$ cat src/rtl/st7789_pkg.sv
// st7789_pkg: shared command codes, panel geometry defaults and receiver state type
package st7789_pkg;

    localparam int DEFAULT_SCREEN_W = 240;
    localparam int DEFAULT_SCREEN_H = 320;

    localparam logic [7:0] CMD_CASET = 8'h2A;
    localparam logic [7:0] CMD_RASET = 8'h2B;
    localparam logic [7:0] CMD_RAMWR = 8'h2C;

    typedef enum logic [2:0] {
        S_IDLE,
        S_CASET,
        S_RASET,
        S_RAMWR,
        S_SKIP
    } rx_state_t;

    // Saturate a 16-bit window coordinate to a 9-bit limit.
    function automatic logic [8:0] clamp9(input logic [15:0] v, input logic [8:0] lim);
        return (v > {7'd0, lim}) ? lim : v[8:0];
    endfunction

endpackage

$ cat src/rtl/spi_byte_rx.sv
// spi_byte_rx: synchronizes the SPI pins, detects SCK rising edges and assembles bytes
module spi_byte_rx (
    input  logic       clk,
    input  logic       rst_n,
    input  logic       spi_cs_i,
    input  logic       spi_sck_i,
    input  logic       spi_mosi_i,
    input  logic       spi_dc_i,
    output logic       byte_valid_o,
    output logic [7:0] byte_data_o,
    output logic       byte_dc_o,
    output logic       cs_rise_o
);

    logic [1:0] cs_sync_q, sck_sync_q, mosi_sync_q, dc_sync_q;
    logic       sck_prev_q, cs_prev_q;
    logic [2:0] bit_cnt_q, bit_cnt_d;
    logic [6:0] shift_q, shift_d;
    logic       byte_valid_q, byte_valid_d;
    logic [7:0] byte_data_q, byte_data_d;
    logic       byte_dc_q, byte_dc_d;
    logic       cs_rise_q, cs_rise_d;
    logic       cs_s, sck_rise;

    assign cs_s     = cs_sync_q[1];
    assign sck_rise = sck_sync_q[1] & ~sck_prev_q & ~cs_s;

    // Shift on each SCK rise while selected; the 8th rise completes a byte.
    always_comb begin
        bit_cnt_d    = cs_s ? 3'd0 : (sck_rise ? bit_cnt_q + 3'd1 : bit_cnt_q);
        shift_d      = sck_rise ? {shift_q[5:0], mosi_sync_q[1]} : shift_q;
        byte_valid_d = sck_rise & (bit_cnt_q == 3'd7);
        byte_data_d  = byte_valid_d ? {shift_q, mosi_sync_q[1]} : byte_data_q;
        byte_dc_d    = byte_valid_d ? dc_sync_q[1] : byte_dc_q;
        cs_rise_d    = cs_s & ~cs_prev_q;
    end

    // Synchronizers, edge-detect history and byte output registers.
    always_ff @(posedge clk or negedge rst_n) begin
        if (!rst_n) begin
            cs_sync_q    <= 2'b11;
            sck_sync_q   <= 2'b00;
            mosi_sync_q  <= 2'b00;
            dc_sync_q    <= 2'b00;
            sck_prev_q   <= 1'b0;
            cs_prev_q    <= 1'b1;
            bit_cnt_q    <= 3'd0;
            shift_q      <= 7'd0;
            byte_valid_q <= 1'b0;
            byte_data_q  <= 8'd0;
            byte_dc_q    <= 1'b0;
            cs_rise_q    <= 1'b0;
        end else begin
            cs_sync_q    <= {cs_sync_q[0], spi_cs_i};
            sck_sync_q   <= {sck_sync_q[0], spi_sck_i};
            mosi_sync_q  <= {mosi_sync_q[0], spi_mosi_i};
            dc_sync_q    <= {dc_sync_q[0], spi_dc_i};
            sck_prev_q   <= sck_sync_q[1];
            cs_prev_q    <= cs_s;
            bit_cnt_q    <= bit_cnt_d;
            shift_q      <= shift_d;
            byte_valid_q <= byte_valid_d;
            byte_data_q  <= byte_data_d;
            byte_dc_q    <= byte_dc_d;
            cs_rise_q    <= cs_rise_d;
        end
    end

    assign byte_valid_o = byte_valid_q;
    assign byte_data_o  = byte_data_q;
    assign byte_dc_o    = byte_dc_q;
    assign cs_rise_o    = cs_rise_q;

endmodule

$ cat src/rtl/st7789_panel_rx.sv
// st7789_panel_rx: ST7789 write-path decoder driving a frame-buffer write port
module st7789_panel_rx
    import st7789_pkg::*;
#(
    parameter int SCREEN_W = DEFAULT_SCREEN_W,
    parameter int SCREEN_H = DEFAULT_SCREEN_H,
    parameter int ADDR_W   = 17
) (
    input  logic              clk,
    input  logic              rst_n,
    input  logic              spi_cs,
    input  logic              spi_sck,
    input  logic              spi_mosi,
    input  logic              spi_dc,
    output logic              fb_we,
    output logic [ADDR_W-1:0] fb_addr,
    output logic [15:0]       fb_data,
    output logic              cmd_strobe,
    output logic [7:0]        cmd_code,
    output logic              frame_done
);

    localparam logic [8:0] XMAX = 9'(SCREEN_W - 1);
    localparam logic [8:0] YMAX = 9'(SCREEN_H - 1);

    logic        byte_valid, byte_dc, cs_rise;
    logic [7:0]  byte_data;

    rx_state_t   state_q, state_d;
    logic [1:0]  idx_q, idx_d;
    logic [7:0]  p0_q, p0_d, p1_q, p1_d, p2_q, p2_d;
    logic [8:0]  xs_q, xs_d, xe_q, xe_d, ys_q, ys_d, ye_q, ye_d;
    logic [8:0]  x_q, x_d, y_q, y_d;
    logic        phase_q, phase_d;
    logic [7:0]  hi_q, hi_d;
    logic              fb_we_q, fb_we_d;
    logic [ADDR_W-1:0] fb_addr_q, fb_addr_d;
    logic [15:0]       fb_data_q, fb_data_d;
    logic        cmd_strobe_q, cmd_strobe_d;
    logic [7:0]  cmd_code_q, cmd_code_d;
    logic        frame_done_q, frame_done_d;

    logic [8:0]        end_c, start_c;
    logic [ADDR_W-1:0] addr_c;
    logic              x_end, y_end;

    spi_byte_rx u_rx (
        .clk          (clk),
        .rst_n        (rst_n),
        .spi_cs_i     (spi_cs),
        .spi_sck_i    (spi_sck),
        .spi_mosi_i   (spi_mosi),
        .spi_dc_i     (spi_dc),
        .byte_valid_o (byte_valid),
        .byte_data_o  (byte_data),
        .byte_dc_o    (byte_dc),
        .cs_rise_o    (cs_rise)
    );

    assign end_c   = clamp9({p2_q, byte_data}, (state_q == S_CASET) ? XMAX : YMAX);
    assign start_c = clamp9({p0_q, p1_q}, end_c);
    assign addr_c  = ADDR_W'(y_q) * ADDR_W'(SCREEN_W) + ADDR_W'(x_q);
    assign x_end   = (x_q == xe_q);
    assign y_end   = (y_q == ye_q);

    // Command decode, window parameter capture and pixel assembly.
    always_comb begin
        state_d      = state_q;
        idx_d        = idx_q;
        p0_d         = p0_q;
        p1_d         = p1_q;
        p2_d         = p2_q;
        xs_d         = xs_q;
        xe_d         = xe_q;
        ys_d         = ys_q;
        ye_d         = ye_q;
        x_d          = x_q;
        y_d          = y_q;
        phase_d      = phase_q;
        hi_d         = hi_q;
        fb_we_d      = 1'b0;
        fb_addr_d    = fb_addr_q;
        fb_data_d    = fb_data_q;
        cmd_strobe_d = 1'b0;
        cmd_code_d   = cmd_code_q;
        frame_done_d = 1'b0;
        if (cs_rise) begin
            state_d = S_IDLE;
            idx_d   = 2'd0;
            phase_d = 1'b0;
        end else if (byte_valid && !byte_dc) begin
            cmd_strobe_d = 1'b1;
            cmd_code_d   = byte_data;
            idx_d        = 2'd0;
            phase_d      = 1'b0;
            x_d          = xs_q;
            y_d          = ys_q;
            state_d      = (byte_data == CMD_CASET) ? S_CASET :
                           (byte_data == CMD_RASET) ? S_RASET :
                           (byte_data == CMD_RAMWR) ? S_RAMWR : S_SKIP;
        end else if (byte_valid && (state_q == S_CASET || state_q == S_RASET)) begin
            idx_d = idx_q + 2'd1;
            p0_d  = (idx_q == 2'd0) ? byte_data : p0_q;
            p1_d  = (idx_q == 2'd1) ? byte_data : p1_q;
            p2_d  = (idx_q == 2'd2) ? byte_data : p2_q;
            if (idx_q == 2'd3) begin
                state_d = S_IDLE;
                xs_d    = (state_q == S_CASET) ? start_c : xs_q;
                xe_d    = (state_q == S_CASET) ? end_c : xe_q;
                ys_d    = (state_q == S_RASET) ? start_c : ys_q;
                ye_d    = (state_q == S_RASET) ? end_c : ye_q;
            end
        end else if (byte_valid && state_q == S_RAMWR) begin
            phase_d = ~phase_q;
            hi_d    = phase_q ? hi_q : byte_data;
            if (phase_q) begin
                fb_we_d      = 1'b1;
                fb_addr_d    = addr_c;
                fb_data_d    = {hi_q, byte_data};
                frame_done_d = x_end & y_end;
                x_d          = x_end ? xs_q : x_q + 9'd1;
                y_d          = x_end ? (y_end ? ys_q : y_q + 9'd1) : y_q;
            end
        end
    end

    // State, window and output registers.
    always_ff @(posedge clk or negedge rst_n) begin
        if (!rst_n) begin
            state_q      <= S_IDLE;
            idx_q        <= 2'd0;
            p0_q         <= 8'd0;
            p1_q         <= 8'd0;
            p2_q         <= 8'd0;
            xs_q         <= 9'd0;
            xe_q         <= XMAX;
            ys_q         <= 9'd0;
            ye_q         <= YMAX;
            x_q          <= 9'd0;
            y_q          <= 9'd0;
            phase_q      <= 1'b0;
            hi_q         <= 8'd0;
            fb_we_q      <= 1'b0;
            fb_addr_q    <= '0;
            fb_data_q    <= 16'd0;
            cmd_strobe_q <= 1'b0;
            cmd_code_q   <= 8'd0;
            frame_done_q <= 1'b0;
        end else begin
            state_q      <= state_d;
            idx_q        <= idx_d;
            p0_q         <= p0_d;
            p1_q         <= p1_d;
            p2_q         <= p2_d;
            xs_q         <= xs_d;
            xe_q         <= xe_d;
            ys_q         <= ys_d;
            ye_q         <= ye_d;
            x_q          <= x_d;
            y_q          <= y_d;
            phase_q      <= phase_d;
            hi_q         <= hi_d;
            fb_we_q      <= fb_we_d;
            fb_addr_q    <= fb_addr_d;
            fb_data_q    <= fb_data_d;
            cmd_strobe_q <= cmd_strobe_d;
            cmd_code_q   <= cmd_code_d;
            frame_done_q <= frame_done_d;
        end
    end

    assign fb_we      = fb_we_q;
    assign fb_addr    = fb_addr_q;
    assign fb_data    = fb_data_q;
    assign cmd_strobe = cmd_strobe_q;
    assign cmd_code   = cmd_code_q;
    assign frame_done = frame_done_q;

endmodule

$ cat config.mk
export PLATFORM = sky130hd
export DESIGN_NAME = st7789_panel_rx
export DESIGN_NICKNAME = d
export VERILOG_FILES = /design/src/rtl/st7789_pkg.sv /design/src/rtl/spi_byte_rx.sv /design/src/rtl/st7789_panel_rx.sv
export SDC_FILE = /design/constraint.sdc
export NUM_CORES = 1
export LEC_CHECK = 0
export CELL_PAD_IN_SITES_DETAIL_PLACEMENT = 0
export CELL_PAD_IN_SITES_GLOBAL_PLACEMENT = 1
export CORE_ASPECT_RATIO = 0.6
export CORE_MARGIN = 2
export CORE_UTILIZATION = 51
export DETAILED_ROUTE_END_ITERATION = 16
export DONT_BUFFER_PORTS = 1
export PLACE_DENSITY = 0.8
export RECOVER_POWER = 50
export SYNTH_ARGS = -nofsm -noshare
export SYNTH_HDL_FRONTEND = slang
export SYNTH_SLANG_ARGS = --single-unit
$ cat constraint.sdc
create_clock -name clk -period 3.9 [get_ports clk]
set_input_delay 0.78 -clock clk [delete_from_list [all_inputs] [get_ports clk]]
set_output_delay 0.78 -clock clk [all_outputs]
set_load 0.005 [all_outputs]
==> reports/summary.md <==
For the initial antenna violation count, the log shows 0. Static timing analysis puts the maximum clock frequency at 0.267 GHz. IR analysis of the VDD net gives a maximum drop of 312 µV.

Max-cap violation count: 1. The logs give 52.2% for the effective utilization at floorplan and 0.155 ns for the final worst setup slack. In the routed layout, each cell is associated on average with a via count of 5.82. The final-report hold violation count was 0. The min-delay analysis places its worst path in the category input pin to asynchronous set/reset pin. The largest single stage delay on the critical path is 0.42 ns.

Of all cell types, the one taking the most synthesized area is sky130_fd_sc_hd__dfrtp_1. The leading cell type in the layout, fill and taps excluded was sky130_fd_sc_hd__dfrtp_1. The sort of element at the start of the critical path is a flop. The share of the synthesized area in the top cell type was 41.9%.

The max-slew violation total from the final report is 12, and the ratio of cells with drive above 1 in the final layout is 20.4%. Across every metal layer, demand over resource in global routing totals 25.4%. For the count of mapped cells out of synthesis, the log shows 858. The maximum net fanout on the critical path was 6; the net count after synthesis was 927. During placement, the flow inserted port buffers numbering 0. The final estimated routing congestion in global placement was 0.861.

The cell area after synthesis is 8960 µm², and the number of buffers inserted during clock tree synthesis is 17. The headroom to the max-slew limit was -6.77%. The critical path in this run is classified as flop to flop. The kind of cell with the highest combined delay along the critical path is compound AO/OA/AOI/OAI gates. For this run, asynchronously set or reset flops after synthesis account for 100%. During synthesis, Yosys emitted a total of 0 warnings. The distinct cell type count after synthesis came out at 74. After detailed routing, the average wire length per cell comes to 19.8 µm.

Number of sinks handled by clock tree synthesis: 167. Counting I/O delays and the setup requirement, the final critical path takes 3.74 ns. Summed over all cells, the static leakage comes to 4.75 nW. The ratio of total power to cell area was 357 nW/µm². End of the worst register-to-register path: xs_q[1]$_DFFE_PN0P_.

By area the synthesized netlist is led by sky130_fd_sc_hd__dfrtp_1, sky130_fd_sc_hd__mux2_2, sky130_fd_sc_hd__ha_1. The fill cell instance count of the final layout was 1456. The final layout contains routed wiring with a total length of 22.1 mm.

The tools report the data required time of the critical path as 4.15 ns. The library cells used most frequently in the layout, excluding fill and tap cells, are sky130_fd_sc_hd__dfrtp_1, sky130_fd_sc_hd__nand2_1, sky130_fd_sc_hd__mux2_2. The kind of end point of the critical path is a flop.

The vertical die dimension was 107 µm; the transition at the pin with the smallest max-transition slack was 1.60 ns. TritonCTS built the clock tree. The run gives 6505 as the number of global-route vias before repair.

Total number of cells along the worst setup path: 18. The mean cell area of the mapped netlist works out to 10.4 µm². For this design, the slowest cell found on the critical path is sky130_fd_sc_hd__dfrtp_1.

The number of failing setup endpoints in the final timing report was 0. Counting flops and latches in the post-synthesis netlist gives 167. The critical path goes through inv_1 > nand3_4 > ha_1 > a31o_2 > a21o_1 > a21oi_4 > o21ai_4 > buf_4 > nand2_2 > o21ai_2 > ha_1 > a21o_1 > a21o_1 > a211oi_2 > a221oi_2 > buf_4 > o22ai_1 > o211ai_1. Entering global routing, the biggest net connects 168 pins. After clock tree synthesis, the clock-pin slew on the worst setup and hold paths is 0.08 ns.

Summing internal, switching and leakage power gives 0.00356 W. The detailed router placed 6492 vias in this run. The estimated wirelength of the detail-placed design is 15.8 mm. For this run the aggregate overflow at the end of global routing stands at 0. The tools report the post-cts hold buffer count as 0. In this design, the critical path's most frequently occurring cell is sky130_fd_sc_hd__a21o_1. For this run, design rule violations remaining after detail routing come to 0.

The CTS root buffer was sky130_fd_sc_hd__clkbuf_16. The first global-routing pass estimated 36.4 mm of wire. 50 I/O pins were placed. Before CTS, the worst setup slack after placement is -0.0339 ns. Measured in cells, the most critical reg-to-reg path has a length of 18.

After the first detailed-routing iteration, the DRC count stood at 656. The tools report the post-layout net count as 937. The flow ran to the end, but the final reports show violations.

The first detailed-routing pass took 6 iterations. The tools report the number of buffers on the longest clock path as 2. The primary flip-flop cell chosen by synthesis mapping is sky130_fd_sc_hd__dfrtp_1. The H-tree was split into 4 levels.

The final reports fail on capacitance limit, slew limit. Summing the sequential cell areas from Yosys gives 46.9% of the chip area. The count of antenna-violating nets left after detailed routing came out at 0. The setup slack of the worst register-to-register path is 0.16 ns, and the total number of placement rows is 37.

Overall die width: 175 µm. The final critical-path share of the clock period was 96.0%; the number of enable flip-flop cells after synthesis was 0. 0 antenna diodes ended up in the layout.

The clock network latency to the later pin of the worst-skew pair came out at 0.43 ns. The clock skew was 0.0137 ns; the count of buffering cells on the critical path with inverters included was 3. For the worst setup path, the data arrival time is 3.99 ns. Area overhead of the layout relative to synthesis: 11.1%. The run gives 17200 µm² as the floorplan core area. The startpoint of the lowest-slack register-to-register path is state_q[1]$_DFFE_PN0P_. The full die area is 18700 µm².
-- cells in the mapped netlist (20+ instances only) --
cell type                    n
sky130_fd_sc_hd__o21ai_0    54
sky130_fd_sc_hd__clkbuf_1   20
sky130_fd_sc_hd__dfrtp_1   150
sky130_fd_sc_hd__nand2_1   146
sky130_fd_sc_hd__mux2_2     56
sky130_fd_sc_hd__nor2_1     31
sky130_fd_sc_hd__ha_1       47
sky130_fd_sc_hd__a21oi_1    31
sky130_fd_sc_hd__nand4_1    23
sky130_fd_sc_hd__inv_1      38
sky130_fd_sc_hd__xor2_1     27
-- through the flow --
stage	cells	util, %	instance area [µm²]	hold WS, ns	setup TNS [ns]
after global routing	1115	58.0	9960	0.0173	-0.00277
after CTS	1112	57.6	9900	0.0273	0
after floorplan	858	-	8960	0.331	0
after global placement	1080	54.1	9290	0.332	0
final	1115	58.0	9960	0.0348	0
after detailed placement	1080	54.1	9290	0.336	-0.164
-- registers in the layout, indices dropped and copies added (netlist names), 9 cells and up --
name / cells
xs_q: 9
fb_addr: 17
ys_q: 9
ye_q: 9
xe_q: 9
fb_data: 16
y_q: 9
x_q: 9
-- layout make-up --
cell class	count	area (µm²)	share of cell area [%]
inverter	39	146	1.47
tap	234	293	2.94
clock buffer	17	425	4.27
clock inverter	15	183	1.83
timing repair buffer	35	272	2.73
sequential	167	4200	42.2
multi-input combinational	608	4430	44.5
-- worst max path at each step --
stage	startpoint	endpoint	slack, ns
finish	state_q[1]$_DFFE_PN0P_	xs_q[1]$_DFFE_PN0P_	0.16
global route	state_q[1]$_DFFE_PN0P_	xs_q[1]$_DFFE_PN0P_	-0.003
CTS	state_q[1]$_DFFE_PN0P_	xs_q[1]$_DFFE_PN0P_	0.02
detailed placement	state_q[1]$_DFFE_PN0P_	ys_q[5]$_DFFE_PN0P_	-0.03
global placement	state_q[1]$_DFFE_PN0P_	ys_q[1]$_DFFE_PN0P_	0.18
floorplan	state_q[1]$_DFFE_PN0P_	ys_q[4]$_DFFE_PN0P_	0.37
-- logic make-up after synthesis --
logic type	synth area share [%]
multiplexers	7.70
AND/OR/NAND/NOR	15.4
XOR/XNOR	3.61
flip-flops	46.9
AO/OA/AOI/OAI	12.0
adder cells (fa/ha/maj)	10.1
buffers and inverters	4.28
-- timing repair --
| item | 4_1_cts | 5_1_grt |
|---|---|---|
| setup endpoints to repair | 15 | 21 |
| cloned | 0 | 1 |
| gates resized for setup | 1 | 14 |
| buffers inserted | 0 | 2 |
| pin swaps | 0 | 1 |
-- layer usage --
metal  vias to the layer above  global-route usage, %  share of wire [%]
met2                       239                   34.0                 40
li1                       3014                      -                  -
met5                         -                      0                  0
met3                        27                   8.01                8.9
met1                      3212                   39.3                 50
met4                         0                   6.19                1.3
-- power breakdown --
part	internal [W]	switching [W]
combinational	0.0000261	0.0000121
clock	0.000921	0.000803
sequential	0.00177	0.0000249
total	0.00272	0.000840
No activity file was read; power rests on OpenSTA's default activity.
